===== config.mk =====
export PLATFORM = sky130hd
export DESIGN_NAME = ll_dequeue_arbiter
export DESIGN_NICKNAME = d
export VERILOG_FILES = /design/src/rtl/ll_dequeue_arbiter.sv
export SDC_FILE = /design/constraint.sdc
export NUM_CORES = 1
export LEC_CHECK = 0
export ABC_AREA = 0
export BUFFER_PORTS_ARGS = -buffer_cell sky130_fd_sc_hd__buf_4
export CAP_MARGIN = 20
export CORE_UTILIZATION = 35
export DETAILED_ROUTE_END_ITERATION = 10
export GPL_TIMING_DRIVEN = 0
export PLACE_DENSITY_LB_ADDON = 0.05
export SLEW_MARGIN = 20
export SYNTH_ARGS = -nofsm -noshare
export SYNTH_HDL_FRONTEND = slang
export SYNTH_SLANG_ARGS = --single-unit

===== constraint.sdc =====
create_clock -name clk -period 2.35 [get_ports clk]
set_input_delay 0.47 -clock clk [delete_from_list [all_inputs] [get_ports clk]]
set_output_delay 0.47 -clock clk [all_outputs]
set_load 0.005 [all_outputs]

===== src/rtl/ll_dequeue_arbiter.sv =====
// Dequeue arbiter: pops one linked list per cycle, reads its head word and buffers it in a 2-entry output FIFO.
// Define LL_DEQ_STRICT_PRIO_EN for fixed lowest-index priority instead of round-robin.
module ll_dequeue_arbiter #(
    parameter int NUM_LISTS  = 2,
    parameter int NUM_ELEMS  = 4,
    parameter int PTR_WIDTH  = $clog2(NUM_ELEMS),
    parameter int DATA_WIDTH = 8,
    parameter int LIST_WIDTH = (NUM_LISTS > 1) ? $clog2(NUM_LISTS) : 1
) (
    input  logic                  clk,
    input  logic                  rst_n,
    input  logic [NUM_LISTS-1:0]  empty,
    input  logic [PTR_WIDTH-1:0]  popped_head,
    output logic [NUM_LISTS-1:0]  pop,
    output logic                  mem_ren,
    output logic [PTR_WIDTH-1:0]  mem_raddr,
    input  logic [DATA_WIDTH-1:0] mem_rdata,
    output logic                  out_valid,
    input  logic                  out_ready,
    output logic [DATA_WIDTH-1:0] out_data,
    output logic [LIST_WIDTH-1:0] out_list
);

    // Output handshake: a word transfers on a cycle where out_valid && out_ready;
    // out_valid never drops and out_data/out_list never change until that transfer.

    logic                  active;
    logic                  inflight;
    logic [LIST_WIDTH-1:0] inflight_list;
    logic [1:0]            fifo_count;
    logic                  wr_ptr;
    logic                  rd_ptr;
    logic [DATA_WIDTH-1:0] fifo_data [2];
    logic [LIST_WIDTH-1:0] fifo_list [2];

    logic                  fifo_wr;
    logic                  fifo_rd;
    logic [2:0]            occupancy;
    logic                  can_pop;
    logic                  found;
    logic [LIST_WIDTH-1:0] sel;

`ifndef LL_DEQ_STRICT_PRIO_EN
    logic [LIST_WIDTH-1:0] rr_ptr;
`endif

    assign fifo_wr   = inflight;
    assign fifo_rd   = out_valid & out_ready;
    assign occupancy = {1'b0, fifo_count} + {2'b00, inflight};
    // Buffered plus in-flight words, minus the one leaving this cycle, must leave a free slot.
    assign can_pop   = active && ((occupancy < 3'd2) || (fifo_rd && (occupancy == 3'd2)));

    always_comb begin
        found = 1'b0;
        sel   = '0;
`ifdef LL_DEQ_STRICT_PRIO_EN
        for (int i = 0; i < NUM_LISTS; i++) begin
            if (!found && !empty[i]) begin
                found = 1'b1;
                sel   = LIST_WIDTH'(i);
            end
        end
`else
        for (int off = 0; off < NUM_LISTS; off++) begin
            if (!found && !empty[(int'(rr_ptr) + off) % NUM_LISTS]) begin
                found = 1'b1;
                sel   = LIST_WIDTH'((int'(rr_ptr) + off) % NUM_LISTS);
            end
        end
`endif
    end

    always_comb begin
        pop = '0;
        if (can_pop && found) begin
            pop[sel] = 1'b1;
        end
    end

    assign mem_ren   = |pop;
    assign mem_raddr = mem_ren ? popped_head : '0;

`ifndef LL_DEQ_STRICT_PRIO_EN
    always_ff @(posedge clk or negedge rst_n) begin
        if (!rst_n) begin
            rr_ptr <= '0;
        end else if (mem_ren) begin
            if (int'(sel) == NUM_LISTS - 1) begin
                rr_ptr <= '0;
            end else begin
                rr_ptr <= sel + 1'b1;
            end
        end
    end
`endif

    // active holds pops off until the first rising edge after reset release.
    always_ff @(posedge clk or negedge rst_n) begin
        if (!rst_n) begin
            active        <= 1'b0;
            inflight      <= 1'b0;
            inflight_list <= '0;
        end else begin
            active   <= 1'b1;
            inflight <= mem_ren;
            if (mem_ren) begin
                inflight_list <= sel;
            end
        end
    end

    always_ff @(posedge clk or negedge rst_n) begin
        if (!rst_n) begin
            wr_ptr     <= 1'b0;
            rd_ptr     <= 1'b0;
            fifo_count <= 2'd0;
            for (int i = 0; i < 2; i++) begin
                fifo_data[i] <= '0;
                fifo_list[i] <= '0;
            end
        end else begin
            if (fifo_wr) begin
                fifo_data[wr_ptr] <= mem_rdata;
                fifo_list[wr_ptr] <= inflight_list;
                wr_ptr            <= ~wr_ptr;
            end
            if (fifo_rd) begin
                rd_ptr <= ~rd_ptr;
            end
            case ({fifo_wr, fifo_rd})
                2'b10:   fifo_count <= fifo_count + 2'd1;
                2'b01:   fifo_count <= fifo_count - 2'd1;
                default: fifo_count <= fifo_count;
            endcase
        end
    end

    assign out_valid = (fifo_count != 2'd0);
    assign out_data  = fifo_data[rd_ptr];
    assign out_list  = fifo_list[rd_ptr];

endmodule


==> summary.md, run 1 <==
| Metric | Value |
|---|---|
| Run status | `complete, no violations` |
| Final hold violations | `0` |
| Kind of critical path | `reg2out` |
| Worst IR Drop VDD | `0.578 mV` |
| FILL cells | `309` |
| DR vias/cell | `4.58` |
| Critical R2R Capture | `rr_ptr` |
| Clk sinks | `26` |
| Rows | `20` |
| Cell variety after synth | `19` |
| Tot GR Track Use | `12.4%` |
| Die area | `3690 µm²` |
| Hold crit path type | `in2async` |
| Clk_lat worst skew | `310 ps` |
| Fin crit period | `2290 ps` |
| Most common cell after layout, fill and taps aside | `buf_4` |
| DRT antenna net count | `0` |
| Crit Path Max Fanout | `3` |
| FF-to-FF Start | `fifo_count[0]` |
| Pwr Density | `1270 nW/µm²` |
| Combinational share of power | `52.1%` |
| Vias in the first global route | `746` |
| Crit path required time | `1880 ps` |
| Clk root buf | `clkbuf_4` |
| Final core occ | `50.3%` |
| Area growth from synthesis to layout | `31.2%` |
| Sequential Power Share | `39.0%` |
| Crit path DAT | `1820 ps` |
| Total internal power | `1.38 mW` |
| Syn Inst Count | `85` |
| Ys Warns | `0` |
| Avg Inst Size Synth | `14.2 µm²` |
| CP startpoint kind | `flip-flop` |
| First-pass DRT Iterations | `3` |
| Worst Tran Pin Value | `509 ps` |
| Routability cong. | `0.718` |
| Initial DRC count | `48` |
| Commonest cells after routing, fill and taps aside | `buf_4 (33), mux2_2 (27), dfrtp_1 (25)` |
| Post-route cell area | `1590 µm²` |
| CTS buffer count | `3` |
| Max Freq | `437 MHz` |
| Clk pwr share | `8.9%` |
| Max-Cap Viols | `0` |
| Final number of max-transition violations | `0` |
| Setup Skew | `5.30 ps` |
| Pleak | `0.705 nW` |
| Port Buffers | `29` |
| Antenna violations before repair | `0` |
| Die Ht | `60.8 µm` |
| Worst reg2reg setup slack | `720 ps` |
| Share of cells above drive strength 1 | `62.0%` |
| Ports | `30` |
| Final hold slack | `39.7 ps` |
| Clock buffer depth | `2` |
| Placement-stage cell area | `1480 µm²` |
| Routed wire length | `2.12 mm` |
| Largest net degree at the start of global routing | `27` |
| Final setup violating endpoints | `0` |
| Post-synthesis sequential area ratio | `53.8%` |
| CTS tree | `done` |
| Total core area | `3150 µm²` |
| Clock slew at reported path FFs | `130 ps` |
| Net Count, Synth | `104` |
| Switching Fraction | `31.5%` |
| DR vias | `755` |
| NumNets Final | `142` |
| Grt total ovfl | `0` |
| Post-DR wirelength/cell | `12.8 µm` |
| Die Width | `60.8 µm` |
| Post-synth design cell area | `1210 µm²` |
| R2R cell count | `6` |
| Final period util | `97.4%` |
| First-pass GRT wire length | `3.28 mm` |
| DP HPWL | `1.49 mm` |
| Synth Register Bits | `26` |
| Initial cell density of the core | `38.3%` |
| Crit end category | `output pin` |
| Number of diodes | `0` |
| DR DRC count | `0` |
| RSZ-0062 raised after global routing | `yes` |
| CTS Hold Buffers Added | `0` |
| Max_slew headroom | `66.0%` |
| NetSw | `634 µW` |
| H-tree depth | `1` |
[worst max-delay path, stage by stage, from the launching register on]
cell	delay (ps)
dfrtp_2	460
ha_4	180
ha_4	160
nor2_4	110
a31oi_4	120
nor4_4	320
buf_4	160
[cells by family (layout without fill, tap and decap cells)]
group           Yosys count  after routing  share of synthesized area [%]
fa+ha+maj                 4              4                           4.14
other cells               1              1                          0.310
compound gates            5              5                           5.07
flops                    26             26                           53.8
simple gates             12             12                           6.21
xor+xnor                  5              5                           3.62
buf+inv                   5             41                           1.66
mux                      27             27                           25.2
[sequential cells by signal, summed over array words and instances (netlist names)]
signal         count
rd_ptr             1
rr_ptr             1
inflight_list      1
fifo_count         2
active             1
wr_ptr             1
fifo_list          2
fifo_wr            1
fifo_data         16
[Yosys cell counts, drive strengths merged]
master	number	share of area (%)
mux2	27	25
dfrtp	26	54
nor2	5	2.0
ha	4	4.1
inv	4	1.2
nand2	3	0.93
xnor2	3	2.2
and2	2	1.0
o21a	2	1.9
xor2	2	1.4
a31oi	1	1.8
buf	1	0.41
conb	1	0.31
nor4	1	1.8
o21ba	1	0.83
o21bai	1	0.62
or2	1	0.52
[how the worst max path moves through the flow]
stage | slack [ps] | endpoint | depth (start not counted) | startpoint
after CTS | 1 | mem_raddr[1] | 7 | fifo_count[0]
after detailed placement | 190 | mem_raddr[1] | 7 | fifo_count[0]
after floorplan | 400 | mem_raddr[0] | 6 | fifo_count[0]
after global routing | -50 | pop[1] | 5 | fifo_count[1]
after global placement | 230 | mem_raddr[0] | 7 | fifo_count[0]
final | 60 | pop[1] | 6 | fifo_count[0]
[layer usage]
| layer | global-route usage [%] | vias up | part of all wire, % |
|---|---|---|---|
| met5 | 0 | - | 0 |
| met4 | 2.92 | 0 | 0.66 |
| met3 | 4.48 | 2 | 4.1 |
| met2 | 21.5 | 19 | 52 |
| met1 | 14.6 | 373 | 43 |
| li1 | - | 361 | - |
[final cells by class]
cell class / count / area (µm²) / area share [%]
plain buffers: 1 / 5.00 / 0.316
clock buffers: 3 / 22.5 / 1.42
inverters: 4 / 15.0 / 0.947
multi-input cells: 54 / 588 / 37.1
flip-flops and latches: 26 / 652 / 41.1
well taps: 44 / 55.1 / 3.47
repair buffers: 33 / 248 / 15.6
[timing repair]
action                                  in CTS  in global routing
endpoints found under the setup margin       5                  4
pin swaps                                    2                  4
resized for setup                            4                  5
buffers inserted                             2                  2
[through the flow]
step           cells  TNS (ps)  power [mW]  worst slack, ps
6_report         165         0        2.01             60.2
5_1_grt          165      -107        2.18            -55.0
4_1_cts          163         0        1.97             1.09
3_5_place_dp     158         0        1.75              190
3_3_place_gp     158         0        1.71              229
2_1_floorplan     85         0        1.39              403
[power groups by stage]
| stage | clock, mW | combinational (mW) | sequential [mW] |
|---|---|---|---|
| global placement | 0 | 0.930 | 0.783 |
| CTS | 0.195 | 1.00 | 0.776 |
| finish | 0.178 | 1.05 | 0.785 |
| floorplan | 0 | 0.630 | 0.763 |
| global route | 0.207 | 1.16 | 0.811 |
| detailed placement | 0 | 0.948 | 0.799 |
(Power assumes the default switching activity.)
==> run 2: changes to the inputs <==
Settings changed: RECOVER_POWER set to 100.
==> run 2 against run 1 <==
  * Worst hold slack gained 350 ps
  * Final area decreased by 0.24%
  * Die area unchanged
  * Sequential share of layout area increased by 0.098 points
  * Clock power about the same
  * Final cell count did not move
  * Clock skew hardly changed
  * Setup slack worse by 1.4 ps
  * Critical endpoint unchanged
  * Flip-flop and latch count unchanged
==> summary.md, run 2 (synthesis results as in run 1) <==
| Metric | Value |
|---|---|
| Post-place setup slack | `190 ps (unchanged)` |
| Clk_lat worst skew | `310 ps (about the same)` |
| Final worst slack | `58.9 ps (-1.39 ps)` |
| Final hold slack | `390 ps (+350 ps)` |
| CTS tree | `done` |
| Post-DR wirelength/cell | `12.8 µm (about the same)` |
| Worst IR Drop VDD | `0.578 mV (about the same)` |
| Die Ht | `60.8 µm (unchanged)` |
| Pwr Density | `1270 nW/µm² (+0.22%)` |
| Clk root buf | `clkbuf_4` |
| Crit Path Max Fanout | `3 (unchanged)` |
| FILL cells | `309 (unchanged)` |
| Clock buffer depth | `2 (unchanged)` |
| Tot GR Track Use | `12.4% (unchanged)` |
| Post-route cell area | `1580 µm² (-0.24%)` |
| Fin crit period | `2290 ps (+1.39 ps)` |
| Initial DRC count | `48 (unchanged)` |
| Largest net degree at the start of global routing | `27 (unchanged)` |
| Kind of critical path | `reg2out` |
| Routed wire length | `2.12 mm (about the same)` |
| CP startpoint kind | `flip-flop` |
| Clk sinks | `26 (unchanged)` |
| Share of cells above drive strength 1 | `61.2% (-0.83 points)` |
| Power Total | `2.01 mW (about the same)` |
| Most common cell after layout, fill and taps aside | `buf_4` |
| First-pass GRT wire length | `3.28 mm (unchanged)` |
| Vias in the first global route | `746 (unchanged)` |
| Port Buffers | `29 (unchanged)` |
| H-tree depth | `1 (unchanged)` |
| DP HPWL | `1.49 mm (unchanged)` |
| Final core occ | `50.2% (-0.12 points)` |
| Setup Skew | `5.59 ps (+0.282 ps)` |
| Initial cell density of the core | `38.3% (unchanged)` |
| Commonest cells after routing, fill and taps aside | `buf_4 (32), mux2_2 (27), dfrtp_1 (25)` |
| DR vias/cell | `4.56 (-0.26%)` |
| Die area | `3690 µm² (unchanged)` |
| CTS buffer count | `3 (unchanged)` |
| DR vias | `753 (-0.26%)` |
| Worst Tran Pin Value | `1390 ps (+876 ps)` |
| Routability cong. | `0.718 (unchanged)` |
| Pleak | `0.701 nW (-0.51%)` |
| NumNets Final | `142 (unchanged)` |
| Final hold violations | `0 (unchanged)` |
| Max FFs per register | `16 (unchanged)` |
| Final setup violating endpoints | `0 (unchanged)` |
| Max_slew headroom | `7.66% (-58 points)` |
| Largest regs | `fifo_data: 16 flops, fifo_count: 2 flops, fifo_list: 2 flops` |
| Final number of max-transition violations | `0 (unchanged)` |
| Total core area | `3150 µm² (unchanged)` |
| WHS Path Cells | `2` |
| RSZ-0062 raised after global routing | `yes` |
| Rows | `20 (unchanged)` |
| Largest register by flop count | `fifo_data` |
| Grt total ovfl | `0 (unchanged)` |
| First-pass DRT Iterations | `3 (unchanged)` |
| Area growth from synthesis to layout | `30.8%` |
| Run status | `complete, no violations` |
| Max-Cap Viols | `0 (unchanged)` |
| DRT antenna net count | `0 (unchanged)` |
| Ports | `30 (unchanged)` |
| Crit path required time | `1880 ps (about the same)` |
| Number of diodes | `0 (unchanged)` |
| DR DRC count | `0 (unchanged)` |
| Crit end category | `output pin` |
| Max Freq | `436 MHz (about the same)` |
| Final period util | `97.5% (about the same)` |
| Antenna violations before repair | `0 (unchanged)` |
| R2R cell count | `6 (unchanged)` |
| Hold crit path type | `in2reg` |
| Placement-stage cell area | `1480 µm² (unchanged)` |
| Clock slew at reported path FFs | `130 ps (about the same)` |
| Die Width | `60.8 µm (unchanged)` |
| Crit path DAT | `1820 ps (about the same)` |
## run 2: final cells by class
cell class                 count  area, µm²  area share [%]
inverter                       4       15.0           0.949
buffer                         1       5.00           0.316
clock buffer                   3       22.5            1.42
timing repair buffer          33        244            15.4
sequential                    26        652            41.2
tap                           44       55.1            3.48
multi-input combinational     54        588            37.2
## run 2: path summary, 6_finish.rpt
check	start	endpoint	slack [ps]
worst max-delay path	fifo_count[0]	pop[1]	60
worst min-delay path	mem_rdata[0]	fifo_data[8]	390
worst max register to register	fifo_count[0]	rr_ptr	720
worst min register to register	wr_ptr	wr_ptr	510
max in group asynchronous	rst_n	fifo_count[0]	1010
min in group asynchronous	rst_n	fifo_count[0]	450
## run 2: per-layer routing
layer	share of wire [%]	vias to the layer above	GRT usage, %
met5	0	-	0
met4	0.66	0	2.92
met3	4.1	2	4.48
met2	51	19	21.5
met1	44	371	14.6
li1	-	361	-
## run 2: report_power, final
group / total, mW / leakage, nW / switching, mW / internal [mW]
clock: 0.179 / 0.0138 / 0.119 / 0.0599
sequential: 0.785 / 0.307 / 0.120 / 0.665
combinational: 1.05 / 0.380 / 0.396 / 0.652
## run 2: timing repair
item | in CTS | in global routing
resized for setup | 4 | 5
pin swaps | 2 | 4
setup buffers | 2 | 2
setup endpoints to repair | 5 | 4
hold buffers | 0 | 0
## run 2: critical path: stages (launching register included)
cell     delay, ps
dfrtp_2        460
ha_4           180
ha_4           160
nor2_4         110
a31oi_4        120
nor4_4         320
buf_4          160
## run 2: per-stage QoR
| stage | instances | setup TNS [ps] |
|---|---|---|
| 2_1_floorplan | 85 | 0 |
| 3_3_place_gp | 158 | 0 |
| 4_1_cts | 163 | 0 |
| 3_5_place_dp | 158 | 0 |
| 6_report | 165 | 0 |
| 5_1_grt | 165 | -107 |
==> run 3: changes to the inputs <==
Settings changed: CORE_UTILIZATION 35 to 51.
==> run 3 against run 2 <==
  * Register-to-register slack got worse by 40 ps
  * Setup slack worse by 28 ps
  * Global-route usage increased by 6.4 points
  * Highest routed layer unchanged
  * First-iteration DRC count fell by 94%
  * Fmax decreased by 1.2%
  * Die area fell by 30%
  * Largest cell class unchanged
  * Core utilization up 22 points
  * Final cell count fell by 7.9%
==> summary.md, run 3 (synthesis results as in run 1) <==
| Metric | Value |
|---|---|
| Run status | `complete, no violations` |
| Crit path DAT | `1850 ps (+30 ps)` |
| Routability cong. | `0.650 (-9.6%)` |
| Final hold violations | `0 (unchanged)` |
| Fin crit period | `2320 ps (+28.4 ps)` |
| Die Ht | `50.7 µm (-17%)` |
| Placement-stage cell area | `1460 µm² (-1.4%)` |
| Total core area | `2230 µm² (-29%)` |
| Vias in the first global route | `790 (+5.9%)` |
| Rows | `17 (-15%)` |
| Crit end category | `output pin` |
| Grt total ovfl | `0 (unchanged)` |
| DP HPWL | `1.44 mm (-3.2%)` |
| Crit path required time | `1880 ps (about the same)` |
| Area growth from synthesis to layout | `33.3%` |
| Crit Path Max Fanout | `3 (unchanged)` |
| Port Buffers | `29 (unchanged)` |
| Number of diodes | `0 (unchanged)` |
| Switching Fraction | `30.6% (-0.88 points)` |
| Tot GR Track Use | `18.8% (+6.4 points)` |
| Post-place setup slack | `192 ps (+1.77 ps)` |
| Final cell count without fillers | `152 (-7.9%)` |
| Pwr Density | `1350 nW/µm² (+6.0%)` |
| DR DRC count | `0 (unchanged)` |
| Die Width | `50.7 µm (-17%)` |
| Setup Skew | `12.8 ps (+7.19 ps)` |
| Sequential Power Share | `36.5% (-2.5 points)` |
| Clk sinks | `26 (unchanged)` |
| Largest net degree at the start of global routing | `27 (unchanged)` |
| First-pass GRT wire length | `3.57 mm (+8.6%)` |
| Clock buffer depth | `2 (unchanged)` |
| H-tree depth | `1 (unchanged)` |
| RSZ-0062 raised after global routing | `yes` |
| Max FFs per register | `16 (unchanged)` |
| Ports | `30 (unchanged)` |
| Most common cell after layout, fill and taps aside | `buf_4` |
| Placed cell count | `142 (-10%)` |
| DR vias | `782 (+3.9%)` |
| Final number of max-transition violations | `0 (unchanged)` |
| Hold crit path type | `in2reg` |
| CTS buffer count | `3 (unchanged)` |
| Total internal power | `1.51 mW (+9.3%)` |
| Largest regs | `fifo_data: 16 flops, fifo_count: 2 flops, fifo_list: 2 flops` |
| CTS tree | `done` |
| Die area | `2570 µm² (-30%)` |
| Max_slew headroom | `10.7% (+3.1 points)` |
| Final hold slack | `383 ps (-6.72 ps)` |
| Max Freq | `431 MHz (-1.2%)` |
| Post-route cell area | `1610 µm² (+1.9%)` |
| Antenna violations before repair | `0 (unchanged)` |
| Final setup violating endpoints | `0 (unchanged)` |
| Combinational share of power | `49.7% (-2.4 points)` |
| Clk pwr share | `13.8% (+4.9 points)` |
| Final TNS setup | `0 ps (unchanged)` |
| Initial cell density of the core | `54.1% (+16 points)` |
| NumNets Final | `144 (+1.4%)` |
| Post-DR wirelength/cell | `14.1 µm (+9.7%)` |
| DR vias/cell | `5.14 (+13%)` |
| Routed wire length | `2.14 mm (+1.0%)` |
| Largest register by flop count | `fifo_data` |
| Kind of critical path | `reg2out` |
| First-pass DRT Iterations | `3 (unchanged)` |
| Clk root buf | `clkbuf_4` |
| NetSw | `666 µW (+5.0%)` |
| Max-Cap Viols | `0 (unchanged)` |
| Clk_lat worst skew | `320 ps (about the same)` |
| Pleak | `0.729 nW (+4.0%)` |
| CP startpoint kind | `flip-flop` |
| Final worst slack | `30.5 ps (-28.4 ps)` |
| Final period util | `98.7% (+1.2 points)` |
| Commonest cells after routing, fill and taps aside | `buf_4 (34), mux2_2 (27), dfrtp_1 (25)` |
| Worst IR Drop VDD | `0.811 mV (+40%)` |
| Initial DRC count | `3 (-94%)` |
| Worst Tran Pin Value | `1340 ps (-46.0 ps)` |
| Share of cells above drive strength 1 | `64.5% (+3.4 points)` |
| Clock slew at reported path FFs | `140 ps (about the same)` |
| CTS Hold Buffers Added | `0 (unchanged)` |
| DRT antenna net count | `0 (unchanged)` |
-- run 3: final cells by class --
class / instances / area [µm²]
Buffer: 1 / 5.00
Clock buffer: 3 / 22.5
Clock inverter: 1 / 30.0
Fill cell: 159 / 622
Inverter: 4 / 15.0
Multi-Input combinational cell: 54 / 593
Sequential cell: 26 / 652
Tap cell: 28 / 35.0
Timing Repair Buffer: 35 / 259
-- run 3: final timing paths --
check,start,end,slack [ps],cells past startpoint
setup / recovery,fifo_wr,pop[1],30,6
hold reg to reg,fifo_data[3],fifo_data[3],520,1
max in group asynchronous,rst_n,fifo_count[0],1050,1
hold / removal,mem_rdata[5],fifo_data[13],380,2
setup reg to reg,fifo_wr,inflight_list,680,7
min in group asynchronous,rst_n,fifo_wr,420,1
-- run 3: repair_timing --
item,4_1_cts,5_1_grt
setup buffers,1,5
endpoints found under the setup margin,5,4
pin swaps,3,7
resized for setup,5,7
-- run 3: critical path, stage by stage (launching register included) --
cell and delay, ps:
dfrtp_1 440, ha_4 180, inv_2 40, ha_4 260, a31oi_4 120, nor4_4 330, buf_4 160
-- run 3: metal layers --
layer	global-route usage (%)	wire [µm]
met5	0	0
met4	6.48	14
met3	2.73	80
met2	33.6	1170
met1	22.9	875
-- run 3: metrics by stage --
stage	power (mW)	util, %
after floorplan	1.39	-
after global placement	1.71	65.4
after detailed placement	1.75	65.4
after CTS	2.11	69.2
after global routing	2.32	72.2
final	2.17	72.2
-- run 3: power groups by stage --
stage                     sequential, mW  clock [mW]  combinational, mW
final                              0.793       0.300               1.08
after global routing               0.825       0.327               1.17
after CTS                          0.786       0.307               1.01
after detailed placement           0.804           0              0.948
after global placement             0.784           0              0.921
after floorplan                    0.763           0              0.630
